==> config.mk <==
export PLATFORM = sky130hd
export DESIGN_NAME = fifo_wr_arbiter_flat
export DESIGN_NICKNAME = d
export VERILOG_FILES = /design/src/rtl/fifo_wr_arbiter_if.sv /design/src/rtl/fifo_wr_arbiter.sv /design/src/flat_wrapper.sv
export SDC_FILE = /design/constraint.sdc
export NUM_CORES = 1
export LEC_CHECK = 0
export CAP_MARGIN = 20
export CORE_MARGIN = 2
export CORE_UTILIZATION = 32
export DETAILED_ROUTE_END_ITERATION = 12
export GPL_ROUTABILITY_DRIVEN = 0
export PLACE_DENSITY_LB_ADDON = 0.05
export SYNTH_ARGS = -nofsm -noshare
export SYNTH_HDL_FRONTEND = slang
export SYNTH_SLANG_ARGS = --single-unit
==> constraint.sdc <==
create_clock -name clk_i -period 1.8 [get_ports clk_i]
set_input_delay 0.36 -clock clk_i [delete_from_list [all_inputs] [get_ports clk_i]]
set_output_delay 0.36 -clock clk_i [all_outputs]
set_load 0.005 [all_outputs]
==> src/rtl/fifo_wr_arbiter_if.sv <==
// rtl/fifo_wr_arbiter_if.sv - requester/FIFO write-port bundle for fifo_wr_arbiter
// master = arbiter side, slave = requesters + FIFO write port side.
interface fifo_wr_arbiter_if #(
    parameter int NUM_REQ = 4,
    parameter int DWIDTH  = 16
);
    logic [NUM_REQ-1:0]        req_valid_i;
    logic [NUM_REQ*DWIDTH-1:0] req_data_i;
    logic [NUM_REQ-1:0]        req_ready_o;
    logic                      fifo_stall_i;
    logic                      fifo_wrreq_o;
    logic [DWIDTH-1:0]         fifo_data_o;
    logic [NUM_REQ-1:0]        grant_o;
    logic                      busy_o;

    modport master (
        input  req_valid_i, req_data_i, fifo_stall_i,
        output req_ready_o, fifo_wrreq_o, fifo_data_o, grant_o, busy_o
    );

    modport slave (
        output req_valid_i, req_data_i, fifo_stall_i,
        input  req_ready_o, fifo_wrreq_o, fifo_data_o, grant_o, busy_o
    );
endinterface

==> src/rtl/fifo_wr_arbiter.sv <==
// rtl/fifo_wr_arbiter.sv - round-robin burst arbiter onto a single FIFO write port
// Optional per-requester word counters are enabled by defining ARB_STATS_EN.
module fifo_wr_arbiter #(
    parameter int NUM_REQ   = 4,
    parameter int DWIDTH    = 16,
    parameter int MAX_BURST = 4,
    parameter int CNT_WIDTH = 16
) (
    input  logic                         clk_i,
    input  logic                         arst_n_i,
`ifdef ARB_STATS_EN
    input  logic                         stats_clr_i,
    output logic [NUM_REQ*CNT_WIDTH-1:0] word_cnt_o,
`endif
    fifo_wr_arbiter_if.master            bus
);
    localparam int IW = $clog2(NUM_REQ);
    localparam int BW = (MAX_BURST > 1) ? $clog2(MAX_BURST) : 1;

    if (NUM_REQ < 2 || MAX_BURST < 1 || CNT_WIDTH < 1) begin : g_bad_cfg
        $error("fifo_wr_arbiter: illegal parameter combination");
    end

    typedef enum logic {ST_IDLE, ST_BURST} state_t;

    state_t             state_q, state_d;
    logic [NUM_REQ-1:0] grant_q, grant_d;
    logic [IW-1:0]      gidx_q, gidx_d;
    logic [IW-1:0]      ptr_q, ptr_d;
    logic [BW-1:0]      bcnt_q, bcnt_d;
    logic [IW-1:0]      win_idx;
    logic [IW-1:0]      cand;
    logic               win_found;
    logic               g_valid;
    logic               xfer;
    logic               burst_end;

    // Rotating priority: scan ptr+1, ptr+2, ... so the last winner goes to the back.
    always_comb begin
        win_found = 1'b0;
        win_idx   = '0;
        cand      = '0;
        for (int i = 1; i <= NUM_REQ; i++) begin
            cand = IW'((int'(ptr_q) + i) % NUM_REQ);
            if (!win_found && bus.req_valid_i[cand]) begin
                win_found = 1'b1;
                win_idx   = cand;
            end
        end
    end

    assign g_valid = bus.req_valid_i[gidx_q];
    assign xfer    = (state_q == ST_BURST) && g_valid && !bus.fifo_stall_i;

    always_comb begin
        state_d   = state_q;
        grant_d   = grant_q;
        gidx_d    = gidx_q;
        ptr_d     = ptr_q;
        bcnt_d    = bcnt_q;
        burst_end = 1'b0;
        case (state_q)
            ST_IDLE: begin
                if (win_found) begin
                    state_d = ST_BURST;
                    grant_d = NUM_REQ'(1) << win_idx;
                    gidx_d  = win_idx;
                    ptr_d   = win_idx;
                    bcnt_d  = '0;
                end
            end
            ST_BURST: begin
                // A stall leaves everything frozen; only a full burst or a dropped valid ends it.
                burst_end = !g_valid || (xfer && (bcnt_q == BW'(MAX_BURST - 1)));
                if (burst_end) begin
                    if (win_found) begin
                        grant_d = NUM_REQ'(1) << win_idx;
                        gidx_d  = win_idx;
                        ptr_d   = win_idx;
                        bcnt_d  = '0;
                    end else begin
                        state_d = ST_IDLE;
                        grant_d = '0;
                        bcnt_d  = '0;
                    end
                end else if (xfer) begin
                    bcnt_d = bcnt_q + BW'(1);
                end
            end
            default: state_d = ST_IDLE;
        endcase
    end

    always_ff @(posedge clk_i or negedge arst_n_i) begin
        if (!arst_n_i) begin
            state_q <= ST_IDLE;
            grant_q <= '0;
            gidx_q  <= '0;
            ptr_q   <= IW'(NUM_REQ - 1);
            bcnt_q  <= '0;
        end else begin
            state_q <= state_d;
            grant_q <= grant_d;
            gidx_q  <= gidx_d;
            ptr_q   <= ptr_d;
            bcnt_q  <= bcnt_d;
        end
    end

    always_comb begin
        bus.req_ready_o  = '0;
        bus.fifo_wrreq_o = 1'b0;
        bus.fifo_data_o  = '0;
        if (state_q == ST_BURST) begin
            bus.req_ready_o[gidx_q] = !bus.fifo_stall_i;
            bus.fifo_wrreq_o        = xfer;
            bus.fifo_data_o         = bus.req_data_i[gidx_q*DWIDTH +: DWIDTH];
        end
    end

    assign bus.grant_o = grant_q;
    assign bus.busy_o  = (state_q == ST_BURST);

`ifdef ARB_STATS_EN
    logic [CNT_WIDTH-1:0] cnt_q [NUM_REQ];

    // Clear wins over a same-cycle increment; counters stick at all-ones.
    always_ff @(posedge clk_i or negedge arst_n_i) begin
        if (!arst_n_i) begin
            for (int k = 0; k < NUM_REQ; k++) cnt_q[k] <= '0;
        end else begin
            for (int k = 0; k < NUM_REQ; k++) begin
                if (stats_clr_i) begin
                    cnt_q[k] <= '0;
                end else if (xfer && (gidx_q == IW'(k)) && (cnt_q[k] != '1)) begin
                    cnt_q[k] <= cnt_q[k] + CNT_WIDTH'(1);
                end
            end
        end
    end

    always_comb begin
        word_cnt_o = '0;
        for (int k = 0; k < NUM_REQ; k++) word_cnt_o[k*CNT_WIDTH +: CNT_WIDTH] = cnt_q[k];
    end
`endif
endmodule
==> src/flat_wrapper.sv <==
// flat-port wrapper written by rule: the top's interface ports become plain ports
module fifo_wr_arbiter_flat 
#(
    parameter int NUM_REQ   = 4,
    parameter int DWIDTH    = 16,
    parameter int MAX_BURST = 4,
    parameter int CNT_WIDTH = 16
)
  (clk_i, arst_n_i, bus_req_valid_i, bus_req_data_i, bus_fifo_stall_i, bus_req_ready_o, bus_fifo_wrreq_o, bus_fifo_data_o, bus_grant_o, bus_busy_o);
  fifo_wr_arbiter_if #(.NUM_REQ(NUM_REQ), .DWIDTH(DWIDTH)) bus_i ();
  input  logic clk_i;
  input  logic arst_n_i;
  input wire logic [$bits(bus_i.req_valid_i)-1:0] bus_req_valid_i;
  input wire logic [$bits(bus_i.req_data_i)-1:0] bus_req_data_i;
  input wire logic [$bits(bus_i.fifo_stall_i)-1:0] bus_fifo_stall_i;
  output wire logic [$bits(bus_i.req_ready_o)-1:0] bus_req_ready_o;
  output wire logic [$bits(bus_i.fifo_wrreq_o)-1:0] bus_fifo_wrreq_o;
  output wire logic [$bits(bus_i.fifo_data_o)-1:0] bus_fifo_data_o;
  output wire logic [$bits(bus_i.grant_o)-1:0] bus_grant_o;
  output wire logic [$bits(bus_i.busy_o)-1:0] bus_busy_o;
  assign bus_i.req_valid_i = bus_req_valid_i;
  assign bus_i.req_data_i = bus_req_data_i;
  assign bus_i.fifo_stall_i = bus_fifo_stall_i;
  assign bus_req_ready_o = bus_i.req_ready_o;
  assign bus_fifo_wrreq_o = bus_i.fifo_wrreq_o;
  assign bus_fifo_data_o = bus_i.fifo_data_o;
  assign bus_grant_o = bus_i.grant_o;
  assign bus_busy_o = bus_i.busy_o;
  fifo_wr_arbiter #(.NUM_REQ(NUM_REQ), .DWIDTH(DWIDTH), .MAX_BURST(MAX_BURST), .CNT_WIDTH(CNT_WIDTH)) u_core (.clk_i(clk_i), .arst_n_i(arst_n_i), .bus(bus_i));
endmodule
### Word-level counts from Yosys, hierarchy flattened

Index checks and enable logic that the tools add are counted.

* bits in registers: 11
* bits of input ports: 71
* output and inout bits: 26
* logic and storage cells: 79

* $add $sub $neg: 5
* order comparisons: 6
* equal/unequal tests: 4
* shift operators: 2
* muxes and demuxes: 40
* bitwise logic cells: 2
* reduce and logical (&&, ||, !) cells: 15

Operator list (count)
* $shiftx A64 B7 Y16: 1
* $mux W2: 11
* $mux W16: 1
* $mux W4: 4
* $lt A2 B3 Y1 const B: 5
* $mux W1: 13
* $pmux W2 S2: 3
* $bmux W1 S2: 5
* $pmux W4 S2: 1
* $logic_and A1 B1 Y1: 7
* $add A2 B1 Y2 const B: 3
* $logic_not A1 Y1: 5
* $add A2 B2 Y2 const B: 2
* $and A4 B4 Y4: 1
* $reduce_and A2 Y1: 2
* $shl A1 B2 Y4 const A: 1
* $ne A3 B3 Y1 const B: 1
* $demux W1 S2: 1
* $eq A2 B2 Y1 const B: 1
* $ge A2 B1 Y1 const B: 1
* $ne A2 B1 Y1 const B: 1
* $ne A2 B2 Y1 const B: 1
* $pmux W1 S2: 1
* $logic_or A1 B1 Y1: 1
* $not A1 Y1: 1

### Logic depth before layout (Yosys ltp)

* word-level depth: 17
* depth in mapped cells: 5
* gate-level depth less buffers: 5

### Worst setup path after synthesis

No wires, ideal clock.

* path kind: flip-flop to output port
* start point: reg u_core.gidx_q[0]
* end point: out bus_fifo_data_o[0]
* arrival: 1.366 ns
* data required time: 1.440 ns
* setup slack: 0.074 ns
* cell stages (with the launch flop): 4
* path buffers: 1
* cells stage by stage: dfrtp_1 > buf_2 > mux4_2 > and2_1

* word-level cells in the longest chain between the ends: 2

Ends and longest elaborated chain
* start: declaration: line fifo_wr_arbiter.sv:28 `logic [IW-1:0] gidx_q, gidx_d;`
* start signal: assignment: line fifo_wr_arbiter.sv:104 `gidx_q <= gidx_d;`
* $shiftx A64 B7 Y16: line fifo_wr_arbiter.sv:117 `bus.fifo_data_o = bus.req_data_i[gidx_q*DWIDTH +: DWIDTH];`
* $mux W16: line fifo_wr_arbiter.sv:114 `if (state_q == ST_BURST) begin`
* end: declaration: line flat_wrapper.sv:18 `output wire logic [$bits(bus_i.fifo_data_o)-1:0] bus_fifo_data_o;`

No other way between the ends.

### Final worst setup path

* start point: reg u_core.gidx_q[0]
* end point: out bus_fifo_data_o[3]

Same word-level chain as after synthesis.

==> impl_metrics.tcl <==
set metrics [dict create \
    synthCells 97 \
    hold_violations 0 \
    layout_common_cells "75 x clkdlybuf4s50_1, 25 x buf_6, 17 x mux4_2" \
    synth.area.top_cells "mux4_2 34%, dfrtp_1 20%, and2_1 9.0%, dfstp_2 4.7%, mux2_4 2.7%" \
    synth.avg_cell_area_um2 11.5 \
    antenna_cells 0 \
    htree_levels 1 \
    fin_crit_ns 2.10 \
    rsz0062_at_grt "true" \
    clkSinkCount 11 \
    vias 1380 \
    fp.dieW_um 63.1 \
    cts_tree "yes" \
    synth_seq_cells 11 \
    synthAdderAreaFrac_pct 1.12 \
    skew_ns 0.00487 \
    slew_viol_final 0 \
    status "finished with violations" \
    placed_cell_area_um2 2250 \
    grt_start_max_net_pins 18 \
    netlist_area_um2 1120 \
    synth_top_family_by_area "multiplexers" \
    worstSetupStartpoint "u_core.gidx_q[0]$_DFFE_PN0P_" \
    drive_gt1_share_pct 45.5 \
    fin_crit_sh_pct 117 \
    final_util_pct 74.8 \
    dieArea_um2 3980 \
    place_hpwl_mm 3.53 \
    max_freq_mhz 475 \
    io_pins 97 \
    dr.pass1.iters 4 \
    grt_use_total_pct 22.5 \
    cts.hold.buffers_added 0 \
    synthSimpleGateAreaFrac_pct 22.7 \
    synthArstFlopShare_pct 100 \
    via_per_inst 5.11 \
    start_util_pct 33.5 \
    wire_per_inst_um 17.2 \
    slew_headroom_pct 68.1 \
    dp_slack_ns -0.455 \
    antenna_left 0 \
    synthMuxAreaShare_pct 38.9 \
    setup_viol 20 \
    cp_cell_sequence "clkbuf_16, buf_6, mux4_2, and2_4, buf_6" \
    initialDrtViolationCount 46 \
    slowest_delay_ns 0.49 \
    synth_top_cell_by_area "mux4_2" \
    fin_area_um2 2500 \
    rows 21 \
    path_class "register to output port" \
    path_common_cell "buf_6" \
    drt-total-wl_mm 4.63 \
    synth_compound_area_share_pct 9.85 \
    r2r-end "u_core.gidx_q[0]$_DFFE_PN0P_" \
    layout_commonest_cell "clkdlybuf4s50_1" \
    startpoint_type "register" \
    r2r-start "u_core.gidx_q[0]$_DFFE_PN0P_" \
    yosysWarnings 0 \
    synth-main-ff-cell "dfrtp_1" \
    synth_edf_count 0 \
    fill_cells 245 \
    synth_xor_area_share_pct 0 \
    cp.required_ns 1.44 \
    syn_nets 169 \
    yosysSeqAreaShare_pct 24.9 \
    peakVddDrop_mv 0.818 \
    critPathArrivalTime_ns 1.74 \
    cellPowerDensity_nw_per_um2 1290 \
    path_max_fanout 5 \
    synth_top_area_share_pct 34.3 \
    violations "negative setup slack" \
    coreArea_um2 3340 \
    critPathCaptureType "output port" \
    r2r_cells 6 \
    worst_pin_slew_ns 0.477 \
    clk_pin_slew_worst_paths_ns 0.07 \
    grt_antenna_before_repair 0 \
    first_global_vias 1388 \
    port-buffer-count 96 \
    hold_class "primary input to async pin" \
    rrSetupSlack_ns -0.08 \
    dieHeight_um 63.1 \
    slowest_stage "mux4_2" \
    finalWorstSetupSlack_ns -0.304 \
    drc_errors 0 \
    grt_pass1_wl_mm 7.06 \
    ys_types 32 \
    p_leak_nw 1.05 \
    synthToLayoutAreaGrowth_pct 124 \
    grt-ovfl-total 0 \
    clock-root-buffer "clkbuf_4" \
    clk_latency_ns 0.27 \
    fin_nets 297 \
    clk_path_buf_depth 2 \
    cts_buffers 3 \
    drv_cap 0 \
]
-- where the power goes --
group          leakage [nW]  internal, mW  switching [mW]
clock network        0.0150        0.0858          0.0791
logic                 0.902          1.74           0.835
registers             0.132         0.366           0.107
-- worst max path at each step --
stage                               endpoint  cells past startpoint  slack (ns)
after global placement      bus_fifo_wrreq_o                      4       -0.45
after global routing      bus_fifo_data_o[3]                      5       -0.35
after floorplan           bus_fifo_data_o[0]                      3        0.07
final                     bus_fifo_data_o[3]                      5       -0.30
after CTS                 bus_fifo_data_o[6]                      5       -0.30
after detailed placement    bus_fifo_wrreq_o                      4       -0.46
-- synth_stat cells, drive strengths merged, types with 2 or more instances --
library cell	n
a21oi	2
a22o	2
and2	16
buf	3
clkbuf	3
dfrtp	9
dfstp	2
mux2	3
mux4	17
nand2	7
nand2b	4
nand3	3
nor2	3
nor2b	3
nor3b	2
o21ai	4
-- kinds of logic after synthesis --
logic type,count (synthesis)
compound gates,14
fa+ha+maj,1
buf+inv,7
flops,11
mux,21
simple gates,43
-- area by class of cell --
cell class                      count  area [um2]  share of cell area (%)
Tap cell                           46        57.6                    2.30
Sequential cell                    11         279                    11.2
Multi-Input combinational cell     79         878                    35.2
Inverter                            1        3.75                   0.150
Clock buffer                        4        26.3                    1.05
Timing Repair Buffer              129        1250                    50.2
-- routing by layer --
layer	up-vias	track usage, %	wire length, um
met4	0	4.17	28
met3	4	3.75	340
met5	-	0	0
met1	678	28.3	1840
li1	634	-	-
met2	64	40.6	2420
-- timing repair --
action	in CTS	in global routing
gates cloned	1	0
endpoints found under the setup margin	23	25
resized for setup	112	20
pin swaps	18	3
setup buffers	13	3
-- metrics by stage --
stage	cells	power [mW]	hold WS, ns	setup TNS (ns)
2_1_floorplan	97	1.49	0.0644	0
3_3_place_gp	250	2.43	0.475	-8.93
3_5_place_dp	250	2.47	0.481	-9.44
4_1_cts	268	2.99	0.429	-4.41
5_1_grt	270	3.41	0.455	-5.23
6_report	270	3.21	0.414	-4.24
-- worst max-delay path, delay by kind of cell, from the launching register on --
kind,cells,cell delay [ns]
buffers and inverters,3,0.38
DFF,1,0.44
and+or+nand+nor,1,0.16
muxes,1,0.49
-- registers in the layout, summed over array words and instances, names as in the netlist --
register and cells:
u_core.gidx_q 2, u_core.bus.grant_o 4, u_core.bus.busy_o 1, u_core.bcnt_q 2
u_core.ptr_q 2
Note: power is estimated with default switching activity, not from simulation.
